--- config.mk ---
export PLATFORM = sky130hd
export DESIGN_NAME = ad7656_bus_wr_ctrl
export DESIGN_NICKNAME = d
export VERILOG_FILES = /design/src/rtl/ad7656_bus_wr_ctrl.sv
export SDC_FILE = /design/constraint.sdc
export NUM_CORES = 1
export LEC_CHECK = 0
export BUFFER_PORTS_ARGS = -buffer_cell sky130_fd_sc_hd__buf_2
export CORE_MARGIN = 1.5
export CORE_UTILIZATION = 30
export DETAILED_ROUTE_END_ITERATION = 10
export PLACE_DENSITY_LB_ADDON = 0.2
export SLEW_MARGIN = 20
export SYNTH_ARGS = -nofsm -noshare
export SYNTH_HDL_FRONTEND = slang
export SYNTH_SLANG_ARGS = --single-unit
--- constraint.sdc ---
create_clock -name sys_clk_i -period 4.2 [get_ports sys_clk_i]
set_input_delay 0.84 -clock sys_clk_i [delete_from_list [all_inputs] [get_ports sys_clk_i]]
set_output_delay 0.84 -clock sys_clk_i [all_outputs]
set_load 0.1 [all_outputs]
--- src/rtl/ad7656_bus_wr_ctrl.sv ---
// Buffered parallel-bus write controller for AD7656-class control registers.
// Optional sticky overflow status: define AD7656_WR_OVF_STATUS_EN.
`timescale 1ns/1ps

module ad7656_bus_wr_ctrl #(
  parameter int              WORD_W     = 8,
  parameter int              BUS_W      = 16,
  parameter logic [BUS_W-1:0] PAD_VALUE = {BUS_W{1'b1}},
  parameter bit              DATA_HIGH  = 1'b1,
  parameter int              T_SETUP    = 1,
  parameter int              T_WR       = 2,
  parameter int              T_HOLD     = 1,
  parameter int              T_GAP      = 1,
  parameter int              FIFO_DEPTH = 4
) (
  input  logic                          sys_clk_i,
  input  logic                          rst_n_i,
  input  logic                          wr_valid_i,
  input  logic [WORD_W-1:0]             wr_data_i,
  output logic                          wr_ready_o,
  output logic                          bus_busy_o,
  output logic [$clog2(FIFO_DEPTH):0]   fifo_level_o,
  output logic                          done_o,
  output logic                          cs_n_o,
  output logic                          wr_n_o,
  output logic [BUS_W-1:0]              DB_o
`ifdef AD7656_WR_OVF_STATUS_EN
  ,
  input  logic                          ovf_clr_i,
  output logic                          ovf_o
`endif
);

  localparam int AW    = $clog2(FIFO_DEPTH);
  localparam int LW    = AW + 1;
  localparam int T_M1  = (T_SETUP > T_WR) ? T_SETUP : T_WR;
  localparam int T_M2  = (T_HOLD > T_GAP) ? T_HOLD : T_GAP;
  localparam int T_MAX = (T_M1 > T_M2) ? T_M1 : T_M2;
  localparam int CNT_W = (T_MAX > 1) ? $clog2(T_MAX) : 1;

  typedef enum logic [2:0] {
    S_IDLE,
    S_SETUP,
    S_STROBE,
    S_HOLD,
    S_GAP
  } state_t;

  // Handshake: a word transfers on any clock edge where wr_valid_i and
  // wr_ready_o are both high; the source must hold the word until then.

  logic [WORD_W-1:0] mem_q [FIFO_DEPTH];
  logic [AW-1:0]     wr_ptr_q;
  logic [AW-1:0]     rd_ptr_q;
  logic [LW-1:0]     level_q;
  logic              full;
  logic              empty;
  logic              push;
  logic              pop;

  state_t            state_q;
  state_t            next_state;
  logic [CNT_W-1:0]  cnt_q;
  logic [WORD_W-1:0] data_q;
  logic              cs_n_q;
  logic              wr_n_q;
  logic              done_q;
  logic [BUS_W-1:0]  db;

  assign full  = (level_q == LW'(FIFO_DEPTH));
  assign empty = (level_q == '0);
  // Readiness depends only on the current level, so a pop cannot free a slot
  // for a push in the same cycle.
  assign push  = wr_valid_i && !full;

  always_ff @(posedge sys_clk_i) begin
    if (push) begin
      mem_q[wr_ptr_q] <= wr_data_i;
    end
  end

  always_ff @(posedge sys_clk_i or negedge rst_n_i) begin
    if (!rst_n_i) begin
      wr_ptr_q <= '0;
      rd_ptr_q <= '0;
      level_q  <= '0;
    end else begin
      if (push) wr_ptr_q <= wr_ptr_q + AW'(1);
      if (pop)  rd_ptr_q <= rd_ptr_q + AW'(1);
      case ({push, pop})
        2'b10:   level_q <= level_q + LW'(1);
        2'b01:   level_q <= level_q - LW'(1);
        default: level_q <= level_q;
      endcase
    end
  end

  always_comb begin
    next_state = state_q;
    pop        = 1'b0;
    unique case (state_q)
      S_IDLE: begin
        if (!empty) begin
          pop        = 1'b1;
          next_state = S_SETUP;
        end
      end
      S_SETUP:  if (cnt_q == CNT_W'(T_SETUP - 1)) next_state = S_STROBE;
      S_STROBE: if (cnt_q == CNT_W'(T_WR - 1))    next_state = S_HOLD;
      S_HOLD:   if (cnt_q == CNT_W'(T_HOLD - 1))  next_state = S_GAP;
      S_GAP: begin
        if (cnt_q == CNT_W'(T_GAP - 1)) begin
          if (!empty) begin
            pop        = 1'b1;
            next_state = S_SETUP;
          end else begin
            next_state = S_IDLE;
          end
        end
      end
      default: next_state = S_IDLE;
    endcase
  end

  // Strobes are decoded from next_state so each register tracks the state
  // register on the same edge, without an extra cycle of lag.
  always_ff @(posedge sys_clk_i or negedge rst_n_i) begin
    if (!rst_n_i) begin
      state_q <= S_IDLE;
      cnt_q   <= '0;
      data_q  <= '0;
      cs_n_q  <= 1'b1;
      wr_n_q  <= 1'b1;
      done_q  <= 1'b0;
    end else begin
      state_q <= next_state;
      cnt_q   <= ((next_state != state_q) || (next_state == S_IDLE)) ? '0 : cnt_q + 1'b1;
      if (pop) begin
        data_q <= mem_q[rd_ptr_q];
      end
      cs_n_q  <= !((next_state == S_SETUP) || (next_state == S_STROBE) || (next_state == S_HOLD));
      wr_n_q  <= (next_state != S_STROBE);
      done_q  <= (next_state == S_GAP) && (state_q != S_GAP);
    end
  end

  always_comb begin
    db = PAD_VALUE;
    if (DATA_HIGH) begin
      db[BUS_W-1 -: WORD_W] = data_q;
    end else begin
      db[WORD_W-1:0] = data_q;
    end
  end

  assign wr_ready_o   = !full;
  assign bus_busy_o   = !empty || (state_q != S_IDLE);
  assign fifo_level_o = level_q;
  assign done_o       = done_q;
  assign cs_n_o       = cs_n_q;
  assign wr_n_o       = wr_n_q;
  assign DB_o         = db;

`ifdef AD7656_WR_OVF_STATUS_EN
  logic ovf_q;

  // A refused request in the same cycle as a clear keeps the flag set.
  always_ff @(posedge sys_clk_i or negedge rst_n_i) begin
    if (!rst_n_i) begin
      ovf_q <= 1'b0;
    end else if (wr_valid_i && full) begin
      ovf_q <= 1'b1;
    end else if (ovf_clr_i) begin
      ovf_q <= 1'b0;
    end
  end

  assign ovf_o = ovf_q;
`endif

endmodule

=== Word level (Yosys, flattened, before mapping) ===
Memories as Yosys holds them, arrays and structs flattened. A register that Yosys moved wholly into a read port is not among the register bits.
Cells that the tools add are included.

* Input bits: 11
* Memories kept: 1
* RAM bits: 32
* Logic and storage cells: 57
* Register bits: 14

{| class="wikitable"
|+ Memories
! memory !! words !! bits a word !! rd ports !! clocked after Yosys merged registers in !! write ports !! line !! RTL
|-
| mem_q || 4 || 8 || 1 || 1 || 1 || 52 || <nowiki>logic [WORD_W-1:0] mem_q [FIFO_DEPTH];</nowiki>
|}

* Equality and inequality tests: 14
* Reduce and logical (&&, ||, !) cells: 15
* Add/subtract/negate cells: 5
* Muxes and demuxes: 14

{| class="wikitable"
|+ Operators with widths
! kind !! count
|-
| two-way mux 3 bit || 5
|-
| case mux 3 bit (5 select lines) || 1
|-
| == test 3 x 2 -> 1 bit (second input constant) || 4
|-
| == test 3 bit (second input constant) || 3
|-
| logical NOT 3 bit || 3
|-
| == test 3 x 1 -> 1 bit (second input constant) || 2
|-
| two-way mux 1 bit || 6
|-
| case mux 3 bit (2 select lines) || 1
|-
| adder 2 x 1 -> 2 bit (second input constant) || 2
|-
| logical NOT 1 bit || 4
|-
| logical OR 1 bit || 4
|-
| adder 3 x 1 -> 3 bit (second input constant) || 1
|-
| != test 3 x 2 -> 1 bit (second input constant) || 1
|-
| != test 3 bit || 1
|-
| != test 3 bit (second input constant) || 1
|-
| nonzero test 3 bit || 1
|-
| subtractor 3 x 1 -> 3 bit (second input constant) || 1
|-
| == test 2 x 1 -> 1 bit (second input constant) || 1
|-
| == test 2 bit (second input constant) || 1
|-
| logical AND 1 bit || 2
|-
| case mux 1 bit (2 select lines) || 1
|-
| nonzero test 2 bit || 1
|-
| adder 1 bit (second input constant) || 1
|}

=== Longest topological paths before layout ===
* Depth after elaboration: 8
* Depth in mapped cells: 10

=== Least setup slack after synthesis ===
No wires, ideal clock.

* Path kind: reg-to-output
* Start point: reg level_q[0], in the netlist fifo_level_o[0]
* End point: out bus_busy_o
* Cell stages (with the launch flop): 4
* Setup slack: 1.226 ns
* Arrival time: 2.134 ns
* Path through: dfrtp_1 or3_2 nand2b_4 or2_1

* Word-level cells in the longest chain between the ends: 3

{| class="wikitable"
|+ Ends and longest elaborated chain
! item !! line !! RTL
|-
| from (decl) || 55 || <nowiki>logic [LW-1:0] level_q;</nowiki>
|-
| from (signal assigned) || 91 || <nowiki>2'b10: level_q <= level_q + LW'(1);</nowiki>
|-
| from (signal assigned) || 92 || <nowiki>2'b01: level_q <= level_q - LW'(1);</nowiki>
|-
| from (signal assigned) || 93 || <nowiki>default: level_q <= level_q;</nowiki>
|-
| logical NOT 3 bit || 71 || <nowiki>assign empty = (level_q == '0);</nowiki>
|-
| logical NOT 1 bit || 157 || <nowiki>assign bus_busy_o = !empty || (state_q != S_IDLE);</nowiki>
|-
| logical OR 1 bit || 157 ||
|-
| to (decl) || 21 || <nowiki>output logic bus_busy_o,</nowiki>
|}

No other way between the ends.

=== Final worst setup path ===
Same ends and word-level chain as after synthesis.

==> impl_metrics.toml <==
[setup_path]
critical_path_arrival_ns = 1.92
end_kind = "primary output"
setup.worst_path.start_class = "flop"
reg2reg_from = "fifo_level_o[0]"
crit_slowest_cell = "or3_2"
path_max_fanout = 5
critPathKind = "flop to primary output"
critPathMaxStageDelay_ns = 0.52
worst_ep_required_time_ns = 3.36
crit_chain = "or3_2, nand2b_4, or2_1, buf_2"
setup.worst_path.start = "fifo_level_o[0]"

[drt]
post_drt_via_cell_ratio = 4.291
drtIter0Drc = 75
ant_nets = 0
drt_wl_total_um = 3721
wl_per_cell_um = 14.26
num_vias = 1120
drc_errors = 0
first_pass_iters = 4

[floorplanning]
ioPinCount = 35
die_y_um = 90.44
core_um2 = 7331
fp.dieArea_um2 = 8178
die_w_um = 90.44
row_count = 31
start_util_pct = 31.29

[sta]
fin_skew_ns = 0.004834
finalSetupViolations = 0
timing.slew.headroom_pct = 62.89
finalWorstSetupSlack_ns = 1.441
final-hold-violation-count = 0
setup_tns_ns = 0
tightest_slew_ns = 0.5566
rsz0062_at_grt = "no"
drv_slew = 0
max_freq_mhz = 362.5
period_share_pct = 65.68
finalCriticalPeriod_ns = 2.759

[run_status]
status = "finished clean"

[clock_network]
ctsHtreeMaxLevel = 2
clkTransAtPathRegs_ns = 0.09
cts_buffers = 5
cts_hold_buf = 0
cts_resized = 0
cts_setup_buffers = 0
clock_sinks = 54
clock_latency_ns = 0.30
cts_tree = "built"
root_buffer = "clkbuf_8"
clockBufferDepth = 2

[min_path]
hp-class = "input pin to async pin"

[place]
dp_slack_ns = 1.758
io_buffers = 26
place_hpwl_um = 2570
gp_congestion = 0.6983
placedCellCount = 253

[logic_synthesis]
avgSynthCellArea_um2 = 17.37
synth-compound-area-share_pct = 1.255
yosys_warnings = 0
synth_xor_area_share_pct = 3.055
synth_seq_cells = 54
synth.top_cells.by_area = "edfxtp_1 42%, dfrtp_1 22%, mux4_1 6.9%, mux2_2 3.9%, buf_4 2.9%"
synthAdderAreaFrac_pct = 3.601
syn_area_um2 = 2293
synthSimpleGateAreaFrac_pct = 6.874
seq_area_frac_synth_pct = 66.01
synth_top_area_share_pct = 41.90
synth_cell_type_count = 33
synth_cells = 132
synth_top_family_by_area = "multiplexers"
synth_area_leader_cell = "edfxtp_1"
synth_mux_area_share_pct = 13.86

[global_routing]
grt_pass1_vias = 1077
grt_use_total_pct = 9.496
antenna_found_initial = 0
grt_pass1_wl_um = 5782
overflow = 0
grt_max_degree = 23

[layout]
instances_no_fill = 261
final_cell_mix = "32 x edfxtp_1, 26 x buf_2, 20 x dfrtp_1"
drive_above_1_share_pct = 33.33
layout_commonest_cell = "edfxtp_1"
antenna_cells = 0
nets = 178
area_growth_pct = 12.33

[run]
maxCapViolations = 0
==> final timing paths <==
check                           slack (ns)               to  cells past startpoint
worst max-delay path                  1.44       bus_busy_o                      4
worst max register to register        1.99  fifo_level_o[2]                      9
max in group asynchronous             3.33           cs_n_o                      1
worst min register to register        0.51        data_q[5]                      1
min in group sys_clk_i                0.51        data_q[5]                      1
worst min-delay path                  0.51      wr_ptr_q[1]                      1
==> per-layer routing <==
layer | track usage (%) | wire length [um] | part of all wire [%]
met5 | 0 | 0 | 0
met4 | 4.365 | 76 | 2.0
met3 | 2.946 | 140 | 3.8
met2 | 16.48 | 2033 | 55
met1 | 10.63 | 1470 | 40
==> cells in the mapped netlist (all sizes together) <==
cell / instances
dfrtp: 20
and2: 1
o21ai: 2
nor2: 5
mux2: 9
dfstp: 2
or3: 1
edfxtp: 32
ha: 5
xor2: 3
or3b: 1
o211a: 1
buf: 10
mux2i: 1
clkbuf: 1
mux4: 8
nor2b: 2
conb: 1
or2: 1
inv: 7
and3: 5
a31o: 1
nand3: 2
nand4: 1
fa: 1
nand2: 3
nand2b: 1
xnor2: 5
==> cell families (layout without fill, tap and decap cells) <==
group           after synthesis  in the layout
xor+xnor                      8              8
mux                          18             18
flops                        54             54
simple gates                 23             23
buf+inv                      18             41
other cells                   1              8
compound gates                4              4
fa+ha+maj                     6              6
==> layout make-up <==
type | count | area (um2)
Fill cell | 700 | 4755
Sequential cell | 54 | 1514
Multi-Input combinational cell | 67 | 686.9
Timing Repair Buffer | 26 | 130.1
Tap cell | 99 | 123.9
Clock buffer | 6 | 82.58
Inverter | 7 | 26.28
Clock inverter | 2 | 12.51
==> stage by stage <==
step	util, %	instance area, um2	hold slack [ns]
4_1_cts	35.14	2576	0.5094
3_5_place_dp	33.85	2481	0.4883
3_3_place_gp	33.85	2481	0.4814
5_1_grt	35.14	2576	0.5231
6_report	35.14	2576	0.5056
2_1_floorplan	-	2320	0.4824
==> worst max-delay path: cells and delay by family (launching register included) <==
family,cells,cell delay [ns]
DFF,1,0.44
buffers and inverters,1,0.29
and+or+nand+nor,3,0.89
==> state kept, by name, indices dropped and copies added, names as in the netlist <==
| register | count |
|---|---|
| state_q | 3 |
| mem_q | 32 |
| done_o | 1 |
| wr_n_o | 1 |
| rd_ptr_q | 2 |
| cs_n_o | 1 |
| wr_ptr_q | 2 |
| data_q | 8 |
| cnt_q | 1 |
| fifo_level_o | 3 |
Power is left out: the tool's default activity adds up to more than one toggle a clock period on the data nets, which glitch-free logic cannot reach.
